[config.mk]
export PLATFORM = sky130hd
export DESIGN_NAME = sumador_serial_ctrl
export DESIGN_NICKNAME = d
export VERILOG_FILES = /design/src/rtl/sumador_serial_ctrl.sv
export SDC_FILE = /design/constraint.sdc
export NUM_CORES = 1
export LEC_CHECK = 0
export BUFFER_PORTS_ARGS = -buffer_cell sky130_fd_sc_hd__buf_2
export CORE_ASPECT_RATIO = 2
export CORE_MARGIN = 8
export CORE_UTILIZATION = 50
export DETAILED_ROUTE_END_ITERATION = 10
export HOLD_SLACK_MARGIN = 0.03
export PLACE_DENSITY = 0.76
export RECOVER_POWER = 50
export REMOVE_ABC_BUFFERS = 1
export SKIP_LAST_GASP = 1
export SYNTH_ARGS = -nofsm -noshare
export SYNTH_HDL_FRONTEND = slang
export SYNTH_HIERARCHICAL = 1
export SYNTH_SLANG_ARGS = --single-unit
[constraint.sdc]
create_clock -name clk -period 3.1 [get_ports clk]
set_input_delay 0.62 -clock clk [delete_from_list [all_inputs] [get_ports clk]]
set_output_delay 0.62 -clock clk [all_outputs]
set_load 0.01 [all_outputs]
[src/rtl/sumador_serial_ctrl.sv]
// ----------------------------------------------------------------------------
// sumador            : 1-bit full-adder cell (A, B, Ci -> S, Co).
// sumador_serial_ctrl: bit-serial WIDTH-bit adder built on one sumador cell.
//   Latches a, b and ci when start is seen in IDLE. It then feeds the cell one
//   bit pair per clock, LSB first, and keeps the carry in a register between
//   bits. After WIDTH bits it updates {co, sum} and pulses done for one cycle.
//
// Ports (sumador_serial_ctrl):
//   clk    in   system clock, rising edge
//   rst_n  in   asynchronous active-low reset
//   start  in   request, sampled only in IDLE
//   a, b   in   WIDTH-bit operands, sampled on the accepting edge
//   ci     in   carry-in, sampled on the accepting edge
//   busy   out  high while an addition is in progress
//   done   out  one-cycle pulse, sum/co just updated
//   sum    out  WIDTH-bit result of the last completed addition (held)
//   co     out  carry-out of the last completed addition (held)
// ----------------------------------------------------------------------------
module sumador (
  input  logic A,
  input  logic B,
  input  logic Ci,
  output logic S,
  output logic Co
);
  assign S  = A ^ B ^ Ci;
  assign Co = (A & B) | (Ci & (A ^ B));
endmodule

module sumador_serial_ctrl #(
  parameter int unsigned WIDTH = 8
) (
  input  logic             clk,
  input  logic             rst_n,
  input  logic             start,
  input  logic [WIDTH-1:0] a,
  input  logic [WIDTH-1:0] b,
  input  logic             ci,
  output logic             busy,
  output logic             done,
  output logic [WIDTH-1:0] sum,
  output logic             co
);
  localparam int unsigned CW = $clog2(WIDTH + 1);
  localparam logic [CW-1:0] LAST = CW'(WIDTH - 1);

  typedef enum logic {IDLE, RUN} state_e;

  state_e           state_q;
  logic [WIDTH-1:0] sa_q, sb_q, ss_q, sum_q;
  logic             c_q, co_q, busy_q, done_q;
  logic [CW-1:0]    cnt_q;

  logic             s_bit, co_bit;
  logic [WIDTH-1:0] ss_d;

  // The only adder in the design: current LSBs plus the stored carry.
  sumador u_cell (
    .A  (sa_q[0]),
    .B  (sb_q[0]),
    .Ci (c_q),
    .S  (s_bit),
    .Co (co_bit)
  );

  // {S, ss[WIDTH-1:1]}, written as shift+or so that WIDTH=1 needs no special case.
  assign ss_d = (ss_q >> 1) | (WIDTH'(s_bit) << (WIDTH - 1));

  always_ff @(posedge clk or negedge rst_n) begin
    if (!rst_n) begin
      state_q <= IDLE;
      sa_q    <= '0;
      sb_q    <= '0;
      ss_q    <= '0;
      sum_q   <= '0;
      c_q     <= 1'b0;
      co_q    <= 1'b0;
      busy_q  <= 1'b0;
      done_q  <= 1'b0;
      cnt_q   <= '0;
    end else begin
      done_q <= 1'b0;
      case (state_q)
        IDLE: begin
          if (start) begin
            sa_q    <= a;
            sb_q    <= b;
            c_q     <= ci;
            cnt_q   <= '0;
            busy_q  <= 1'b1;
            state_q <= RUN;
          end
        end
        RUN: begin
          sa_q  <= sa_q >> 1;
          sb_q  <= sb_q >> 1;
          ss_q  <= ss_d;
          c_q   <= co_bit;
          cnt_q <= cnt_q + CW'(1);
          if (cnt_q == LAST) begin
            sum_q   <= ss_d;
            co_q    <= co_bit;
            done_q  <= 1'b1;
            busy_q  <= 1'b0;
            state_q <= IDLE;
          end
        end
        default: state_q <= IDLE;
      endcase
    end
  end

  assign busy = busy_q;
  assign done = done_q;
  assign sum  = sum_q;
  assign co   = co_q;

endmodule

==> results.sh, run 1 <==
export IMPL_cts_root_buffer="clkbuf_8"
export IMPL_switchingPower_mw=0.595
export IMPL_synth_top_area_share_pct=59.5
export IMPL_hold_path_class="input port to async pin"
export IMPL_r2r_end="co"
export IMPL_drt_total_wl_microns=2890
export IMPL_htreeDepth=2
export IMPL_grt_overflow=0
export IMPL_fp_dieW_microns=57.0
export IMPL_finalCritPeriodShare_pct=53.0
export IMPL_grt_pass1_wl_microns=5350
export IMPL_regArea_sq_um=1000
export IMPL_pwr_share_seq_pct=47.3
export IMPL_grt_max_degree=41
export IMPL_timing_rr_start="state_q"
export IMPL_syn_inst=132
export IMPL_critPathLaunch="state_q"
export IMPL_numPortBuffers=30
export IMPL_power_frac_clock_pct=22.4
export IMPL_sw_frac_of_total_pct=31.9
export IMPL_grt_pass1_vias=1236
export IMPL_synthFlopType="dfrtp_1"
export IMPL_setup_viol=0
export IMPL_slew_violations=0
export IMPL_area_growth_pct=16.2
export IMPL_cellPowerDensity_nw_per_um2=954
export IMPL_r2r_cells=3
export IMPL_required_ps=3280
export IMPL_drt_iter0_drc=13
export IMPL_status="finished clean"
export IMPL_tns_ps=0
export IMPL_firstDrtPassIters=4
export IMPL_avgRoutedWirePerCell_microns=14.8
export IMPL_p_comb_share_pct=30.3
export IMPL_num_nets_final=185
export IMPL_dieArea_sq_um=5590
export IMPL_rsz0062_at_grt="false"
export IMPL_synth_seq_area_share_pct=59.5
export IMPL_via_per_inst=5.45
export IMPL_start_util_pct=50.9
export IMPL_grt_usage_pct=11.6
export IMPL_clock_latency_ps=290
export IMPL_fin_skew_ps=5.71
export IMPL_yosys_area_top_type="dfrtp_1"
export IMPL_postCtsSetupRepairBufs=0
export IMPL_leakagePower_nw=1.00
export IMPL_core_sq_um=3300
export IMPL_cts_resized_gates=0
export IMPL_async_flop_share_pct=100
export IMPL_max_freq_ghz=0.609
export IMPL_ir_drop_mv=0.539
export IMPL_power_mw=1.87
export IMPL_rows=30
export IMPL_r2r_slack_ps=1460
export IMPL_worst_path_max_fanout=40
export IMPL_synth_edf_count=0
export IMPL_synth_cell_area_sq_um=1680
export IMPL_drive_gt1_share_pct=34.1
export IMPL_fp_dieH_microns=98.0
export IMPL_synth_top_cells_by_area="dfrtp_1, mux2i_1, mux2_2"
export IMPL_cts_path_max_buffers=2
export IMPL_clk_pin_slew_ps=80
export IMPL_clock_sinks=40
export IMPL_design_area_sq_um=1960
export IMPL_ant_nets=0
export IMPL_antenna_found_initial=0
export IMPL_cap_violations=0
export IMPL_synth_cell_type_count=19
export IMPL_drc=0
export IMPL_hold_ws_ps=438
export IMPL_synth_most_common_cell="dfrtp_1"
export IMPL_gp_congestion=0.697
export IMPL_internal_power_mw=1.27
export IMPL_cp_start_kind="flop"
export IMPL_hold_viol=0
export IMPL_synth_area_per_cell_sq_um=12.7
export IMPL_pin_count=31
export IMPL_fillers=293
export IMPL_cts_made_buffers=5
export IMPL_path_class="flop to flop"
export IMPL_via_count=1068
export IMPL_ys_seq_elements=40
export IMPL_final_util_pct=59.2
export IMPL_slew_headroom_pct=42.2
export IMPL_dpl_instance_area_sq_um=1840
export IMPL_timing_worst_slew_pin_value_ps=868
export IMPL_setup_worst_path_end="co"
export IMPL_antenna_cells=0
export IMPL_detailed_place_hpwl_microns=1980
export IMPL_crit_path_end_kind="flop"
export IMPL_multi_input_area_sq_um=642
export IMPL_yosys_warnings=6
export IMPL_critPathArrivalTime_ps=1820
export IMPL_fin_crit_ps=1640
export IMPL_ys_top_cells_by_count="dfrtp_1, mux2i_1, nand2_1, o21ai_0, mux2_2"
export IMPL_cts_tree="built"
export IMPL_postCtsHoldBufs=0
[registers in the layout, indices dropped and copies added, names as in the netlist]
| register | flops |
|---|---|
| busy | 1 |
| c_q | 1 |
| cnt_q | 4 |
| co | 1 |
| done | 1 |
| sa_q | 8 |
| sb_q | 8 |
| ss_q | 7 |
| state_q | 1 |
| sum | 8 |
[how the worst min path moves through the flow]
stage	endpoint	startpoint	cells past startpoint	slack, ps
2_1_floorplan	busy	rst_n	0	320
3_3_place_gp	sb_q[5]	sb_q[6]	2	460
3_5_place_dp	sa_q[3]	sa_q[4]	2	470
4_1_cts	sa_q[5]	rst_n	1	470
5_1_grt	sb_q[3]	sb_q[4]	2	510
6_report	sa_q[6]	rst_n	1	440
[metrics by stage]
stage / instances / worst slack [ps]
floorplan: 125 / 1390
finish: 196 / 1460
CTS: 196 / 1440
global placement: 188 / 1500
global route: 196 / 1330
detailed placement: 188 / 1470
[power by group through the flow]
| stage | Sequential [mW] | Clock (mW) | Combinational [mW] |
|---|---|---|---|
| final | 0.883 | 0.418 | 0.565 |
| after global routing | 0.914 | 0.449 | 0.653 |
| after detailed placement | 0.893 | 0 | 0.576 |
| after global placement | 0.883 | 0 | 0.556 |
| after CTS | 0.887 | 0.433 | 0.580 |
| after floorplan | 0.927 | 0 | 0.344 |
[final cells by class]
| type | instances | share of cell area, % |
|---|---|---|
| sequential | 40 | 51.2 |
| multi-input combinational | 84 | 32.8 |
| timing repair buffer | 31 | 8.06 |
| clock buffer | 5 | 3.52 |
| clock inverter | 3 | 2.18 |
| tap | 32 | 2.05 |
| inverter | 1 | 0.192 |
[cells in the final DEF, fill, tap and decap left out, drive strengths merged, types with 2 or more instances in the layout]
| master | instances |
|---|---|
| dfrtp | 40 |
| buf | 31 |
| mux2i | 18 |
| nand2 | 17 |
| o21ai | 17 |
| mux2 | 16 |
| nor2 | 5 |
| clkbuf | 5 |
| nand2b | 2 |
| a22o | 2 |
[worst max-delay path: stages, from the launching register on]
cell and delay, ps:
dfrtp_1 530, buf_4 400, nand4b_4 260, mux2_2 330
[routing by layer]
metal / track usage (%) / vias to the layer above / wire length [microns]
li1: - / 516 / -
met1: 13.3 / 519 / 1260
met2: 18.3 / 27 / 1400
met3: 4.68 / 6 / 170
met4: 4.91 / 0 / 58
met5: 0 / - / 0
[cells by family after synthesis]
| kind of cell | Yosys count | synth area share (%) |
|---|---|---|
| and+or+nand+nor | 26 | 7.36 |
| xor gates and xnor gates | 2 | 1.04 |
| buffers and inverters | 8 | 2.38 |
| adders and majority gates | 2 | 1.93 |
| muxes | 34 | 21.4 |
| DFF | 40 | 59.5 |
| AOI/OAI and AO/OA | 20 | 6.39 |
Note: power is estimated with default switching activity, not from simulation.
==> run 2, diff against run 1 <==
CORE_UTILIZATION = 49   (was 50)
PLACE_DENSITY = 0.77   (was 0.76)
clock period = 1.48 ns   (was 3.1 ns; I/O delays follow)
==> run 2 against run 1 <==
Critical path depth stayed put; flip-flop and latch count stayed put; final cell count is 1.5% higher; register-to-register slack worse by 1300 ps; highest routed layer unchanged.
==> results.sh, run 2 (synthesis gave the netlist of run 1 again) <==
export IMPL_rows=30
export IMPL_fp_dieW_microns=57.4
export IMPL_max_freq_ghz=0.738
export IMPL_power_mw=3.82
export IMPL_grt_max_degree=41
export IMPL_cap_violations=0
export IMPL_numPortBuffers=30
export IMPL_num_nets_final=188
export IMPL_pin_count=31
export IMPL_postCtsHoldBufs=0
export IMPL_cts_path_max_buffers=2
export IMPL_critPathSlowestCell="dfrtp_1"
export IMPL_start_util_pct=50.4
export IMPL_cts_resized_gates=0
export IMPL_cts_made_buffers=5
export IMPL_top_layer_used="met4"
export IMPL_fin_crit_ps=1360
export IMPL_grt_pass1_vias=1213
export IMPL_final_cell_mix="dfrtp_1, buf_2, mux2i_1"
export IMPL_design_area_sq_um=1960
export IMPL_drt_iter0_drc=14
export IMPL_setup_ws_ps=125
export IMPL_setup_viol=0
export IMPL_status="finished clean"
export IMPL_timing_worst_slew_pin_value_ps=949
export IMPL_dieArea_sq_um=5680
export IMPL_power_frac_clock_pct=18.8
export IMPL_clock_latency_ps=280
export IMPL_finalCritPeriodShare_pct=91.6
export IMPL_core_sq_um=3340
export IMPL_slew_headroom_pct=36.8
export IMPL_path_class="flop to flop"
export IMPL_fin_skew_ps=2.68
export IMPL_slew_violations=0
export IMPL_antenna_cells=0
export IMPL_fillers=292
export IMPL_p_comb_share_pct=33.0
export IMPL_met1_length_microns=1170
export IMPL_dr_wl_met2_microns=1720
export IMPL_crit_path_end_kind="flop"
export IMPL_crit_chain="ha_1, nand4b_4, mux2_2"
export IMPL_fin_cells=199
export IMPL_sw_frac_of_total_pct=32.9
export IMPL_fp_dieH_microns=98.9
export IMPL_grt_usage_pct=11.9
export IMPL_via_count=1080
export IMPL_internal_power_mw=2.57
export IMPL_wl_met3_microns=173
export IMPL_cp_start_kind="flop"
export IMPL_switchingPower_mw=1.26
export IMPL_avgRoutedWirePerCell_microns=15.7
export IMPL_ant_nets=0
export IMPL_leakagePower_nw=1.01
export IMPL_grt_pass1_wl_microns=5320
export IMPL_area_growth_pct=16.7
export IMPL_mostFrequentLayoutCell="dfrtp_1"
export IMPL_drc=0
export IMPL_grt_overflow=0
export IMPL_clk_pin_slew_ps=70
export IMPL_pwr_share_seq_pct=48.2
export IMPL_drt_total_wl_microns=3120
export IMPL_htreeDepth=2
export IMPL_cts_tree="built"
export IMPL_cellPowerDensity_nw_per_um2=1950
export IMPL_firstDrtPassIters=4
export IMPL_dp_slack_ps=112
export IMPL_clock_sinks=40
export IMPL_tns_ps=0
export IMPL_via_per_inst=5.43
export IMPL_rsz0062_at_grt="false"
export IMPL_hold_path_class="input port to async pin"
export IMPL_worst_path_max_fanout=10
export IMPL_required_ps=1650
export IMPL_ir_drop_mv=1.16
export IMPL_critPathArrivalTime_ps=1530
export IMPL_postCtsSetupRepairBufs=0
export IMPL_r2r_slack_ps=120
export IMPL_slowest_delay_ps=410
export IMPL_drive_gt1_share_pct=34.1
export IMPL_hold_viol=0
export IMPL_cts_root_buffer="clkbuf_8"
export IMPL_dpl_instance_area_sq_um=1880
export IMPL_critical_path_top_delay_family="flip-flops"
export IMPL_gp_congestion=0.700
export IMPL_cp_num_buf_inv=0
export IMPL_antenna_found_initial=0
export IMPL_placed_cells=191
## run 2: cell count changes in the layout (fill, tap and decap cells not counted), sizes merged
cell and delta:
buf +1, bufinv -1, clkbuf +5, clkinv -1
clkinvlp -1
## run 2: stage by stage
step / hold slack (ps) / util (%)
floorplan: 0.409 / -
global route: 246 / 58.8
finish: 231 / 58.8
CTS: 65.9 / 59.0
detailed placement: 376 / 56.3
global placement: 371 / 56.3
## run 2: final cells by class
| cell class | count | area, sq um | share of cell area, % |
|---|---|---|---|
| clock buffers | 8 | 90.1 | 4.59 |
| well taps | 32 | 40.0 | 2.04 |
| inverters | 1 | 3.75 | 0.191 |
| repair buffers | 34 | 188 | 9.55 |
| multi-input cells | 84 | 642 | 32.7 |
| flip-flops and latches | 40 | 1000 | 51.0 |
## run 2: worst paths after layout
kind                           from      end  depth (start not counted)
max reg2reg                cnt_q[0]   sum[7]                          3
min in group clk               b[7]  sb_q[7]                          3
max                        cnt_q[0]   sum[7]                          3
min                           rst_n  state_q                          2
min reg2reg                 sa_q[6]  sa_q[5]                          2
max in group asynchronous     rst_n  sb_q[1]                          2
## run 2: power groups by stage
stage / clock (mW) / combinational [mW] / sequential (mW)
finish: 0.719 / 1.26 / 1.84
CTS: 0.741 / 1.30 / 1.85
global placement: 0 / 1.21 / 1.82
detailed placement: 0 / 1.30 / 1.87
global route: 0.779 / 1.42 / 1.90
floorplan: 0 / 0.721 / 1.94
## run 2: per-layer routing
layer  vias to the layer above  track usage [%]
met5                         -                0
met2                        25             21.2
li1                        519                -
met1                       531             11.6
met4                         0             5.84
met3                         5             4.31
## run 2: worst register-to-register path, cell delays in order, from the launching register on
cell,delay [ps]
dfrtp_1,410
ha_1,270
nand4b_4,200
mux2_2,370
==> run 3, diff against run 2 <==
ABC_AREA = 1   (was not set)
CORE_ASPECT_RATIO = not set   (was 2)
==> run 3 against run 2 <==
Global-route usage up 0.75 points; combinational power about the same; flip-flop and latch count unchanged; clock skew up 0.69 ps; final cell count up 38%; clock-buffer cell count down 2; power down 7.2%; first-iteration DRC count rose to 4.9 times the previous value; clock power down 31%; die area down 1.9%; fmax up 7.3%; critical path type unchanged; largest cell class unchanged.
==> results.sh, run 3 <==
export IMPL_synth_area_per_cell_sq_um=8.69
export IMPL_fin_skew_ps=3.37
export IMPL_required_ps=1700
export IMPL_p_comb_share_pct=34.9
export IMPL_drt_iter0_drc=68
export IMPL_rsz0062_at_grt="false"
export IMPL_cts_tree="built"
export IMPL_cts_root_buffer="clkbuf_4"
export IMPL_gp_congestion=0.771
export IMPL_leakagePower_nw=1.07
export IMPL_synth_most_common_cell="nand2_1"
export IMPL_ys_seq_elements=40
export IMPL_worst_path_max_fanout=11
export IMPL_critPathArrivalTime_ps=1480
export IMPL_via_count=1282
export IMPL_power_frac_clock_pct=14.0
export IMPL_sw_frac_of_total_pct=38.3
export IMPL_yosys_warnings=6
export IMPL_grt_pass1_vias=1271
export IMPL_slew_violations=0
export IMPL_dieArea_sq_um=5570
export IMPL_cp_start_kind="flop"
export IMPL_synth_top_cells_by_area="dfrtp_1, nand2_1, nand3_1"
export IMPL_timing_rr_start="state_q"
export IMPL_fillers=347
export IMPL_antenna_found_initial=0
export IMPL_numPortBuffers=30
export IMPL_fin_crit_ps=1260
export IMPL_cts_resized_gates=0
export IMPL_cellPowerDensity_nw_per_um2=1850
export IMPL_area_growth_pct=14.0
export IMPL_grt_overflow=0
export IMPL_cap_violations=0
export IMPL_via_per_inst=4.66
export IMPL_final_util_pct=58.0
export IMPL_final_cell_mix="nand2_1, dfrtp_1, buf_2"
export IMPL_synth_seq_area_share_pct=59.4
export IMPL_ys_top_cells_by_count="nand2_1, dfrtp_1, nand3_1, inv_1, nor2_1"
export IMPL_yosys_area_top_type="dfrtp_1"
export IMPL_ant_nets=0
export IMPL_slew_headroom_pct=67.4
export IMPL_num_nets_final=251
export IMPL_hold_viol=0
export IMPL_clock_latency_ps=340
export IMPL_fp_dieH_microns=74.6
export IMPL_start_util_pct=50.9
export IMPL_synthFlopType="dfrtp_1"
export IMPL_ir_drop_mv=0.682
export IMPL_synth_cell_type_count=16
export IMPL_path_class="flop to flop"
export IMPL_fp_dieW_microns=74.6
export IMPL_core_sq_um=3310
export IMPL_drt_total_wl_microns=3130
export IMPL_cts_made_buffers=5
export IMPL_worstHoldStart="a[7]"
export IMPL_synth_edf_count=0
export IMPL_async_flop_share_pct=100
export IMPL_timing_worst_slew_pin_value_ps=489
export IMPL_grt_max_degree=41
export IMPL_grt_pass1_wl_microns=5400
export IMPL_mostFrequentLayoutCell="nand2_1"
export IMPL_design_area_sq_um=1920
export IMPL_pin_count=31
export IMPL_detailed_place_hpwl_microns=2220
export IMPL_critPathLaunch="state_q"
export IMPL_antenna_cells=0
export IMPL_synth_top_area_share_pct=59.4
export IMPL_internal_power_mw=2.19
export IMPL_max_freq_ghz=0.792
export IMPL_hold_path_class="input port to flop"
export IMPL_grt_usage_pct=12.7
export IMPL_dpl_instance_area_sq_um=1870
export IMPL_status="finished clean"
export IMPL_clk_pin_slew_ps=100
export IMPL_drc=0
export IMPL_htreeDepth=2
export IMPL_avgRoutedWirePerCell_microns=11.4
export IMPL_setup_viol=0
export IMPL_crit_path_end_kind="flop"
export IMPL_synth_cell_area_sq_um=1690
export IMPL_clock_sinks=40
export IMPL_drive_gt1_share_pct=19.7
export IMPL_rows=21
export IMPL_pwr_share_seq_pct=51.1
export IMPL_finalCritPeriodShare_pct=85.3
export IMPL_cts_path_max_buffers=2
export IMPL_syn_inst=194
export IMPL_switchingPower_mw=1.36
export IMPL_firstDrtPassIters=4
[run 3: what timing repair did]
item / CTS / global route
hold endpoints to repair: 40 / 0
hold buffers: 1 / 0
endpoints found under the setup margin: 0 / 0
buffers inserted: 0 / 0
[run 3: path summary, 6_finish.rpt]
check / endpoint / slack, ps / depth (start not counted)
min in group asynchronous: sum[0] / 530 / 3
setup / recovery: ss_q[7] / 220 / 2
max in group asynchronous: cnt_q[1] / 610 / 3
setup reg to reg: ss_q[7] / 220 / 2
hold reg to reg: sum[3] / 480 / 2
hold / removal: sa_q[7] / 140 / 3
[run 3: per-stage QoR]
stage	power, mW	cells	TNS (ps)	hold WS, ps	worst slack (ps)
finish	3.55	275	0	143	217
global route	3.89	275	0	137	130
CTS	3.62	275	0	128	268
detailed placement	3.11	267	0	385	322
global placement	3.06	267	0	376	336
floorplan	2.65	187	-3240	0.409	-167
[run 3: power by group through the flow]
| stage | Combinational, mW | Clock (mW) | Sequential, mW |
|---|---|---|---|
| finish | 1.24 | 0.498 | 1.81 |
| global route | 1.45 | 0.560 | 1.88 |
| CTS | 1.28 | 0.526 | 1.82 |
| detailed placement | 1.27 | 0 | 1.84 |
| global placement | 1.25 | 0 | 1.82 |
| floorplan | 0.769 | 0 | 1.88 |
[run 3: per-layer routing]
layer  vias up  global-route usage, %  part of all wire [%]
met2        40                   19.5                    46
li1        662                      -                     -
met1       575                   15.9                    45
met4         0                   4.78                   1.4
met3         5                   4.79                   7.7
met5         -                      0                     0
[run 3: final cells by class]
type / count / area (sq um) / area share, %
Clock buffer: 6 / 41.3 / 2.15
Inverter: 8 / 37.5 / 1.95
Tap cell: 46 / 57.6 / 2.99
Clock inverter: 1 / 5.00 / 0.260
Sequential cell: 40 / 1000 / 52.1
Timing Repair Buffer: 35 / 186 / 9.70
Multi-Input combinational cell: 139 / 593 / 30.9
[run 3: logic make-up (layout without fill, tap and decap cells)]
family	count (synthesis)	in the layout	synth area share (%)
AND/OR/NAND/NOR	132	132	31.8
flip-flops	40	40	59.4
adder cells (fa/ha/maj)	2	2	1.93
AO/OA/AOI/OAI	5	5	1.48
buffers and inverters	15	50	5.42
[run 3: critical path: stages, from the launching register on]
cell and delay, ps:
dfrtp_1 570, clkbuf_1 420, o21ai_0 150
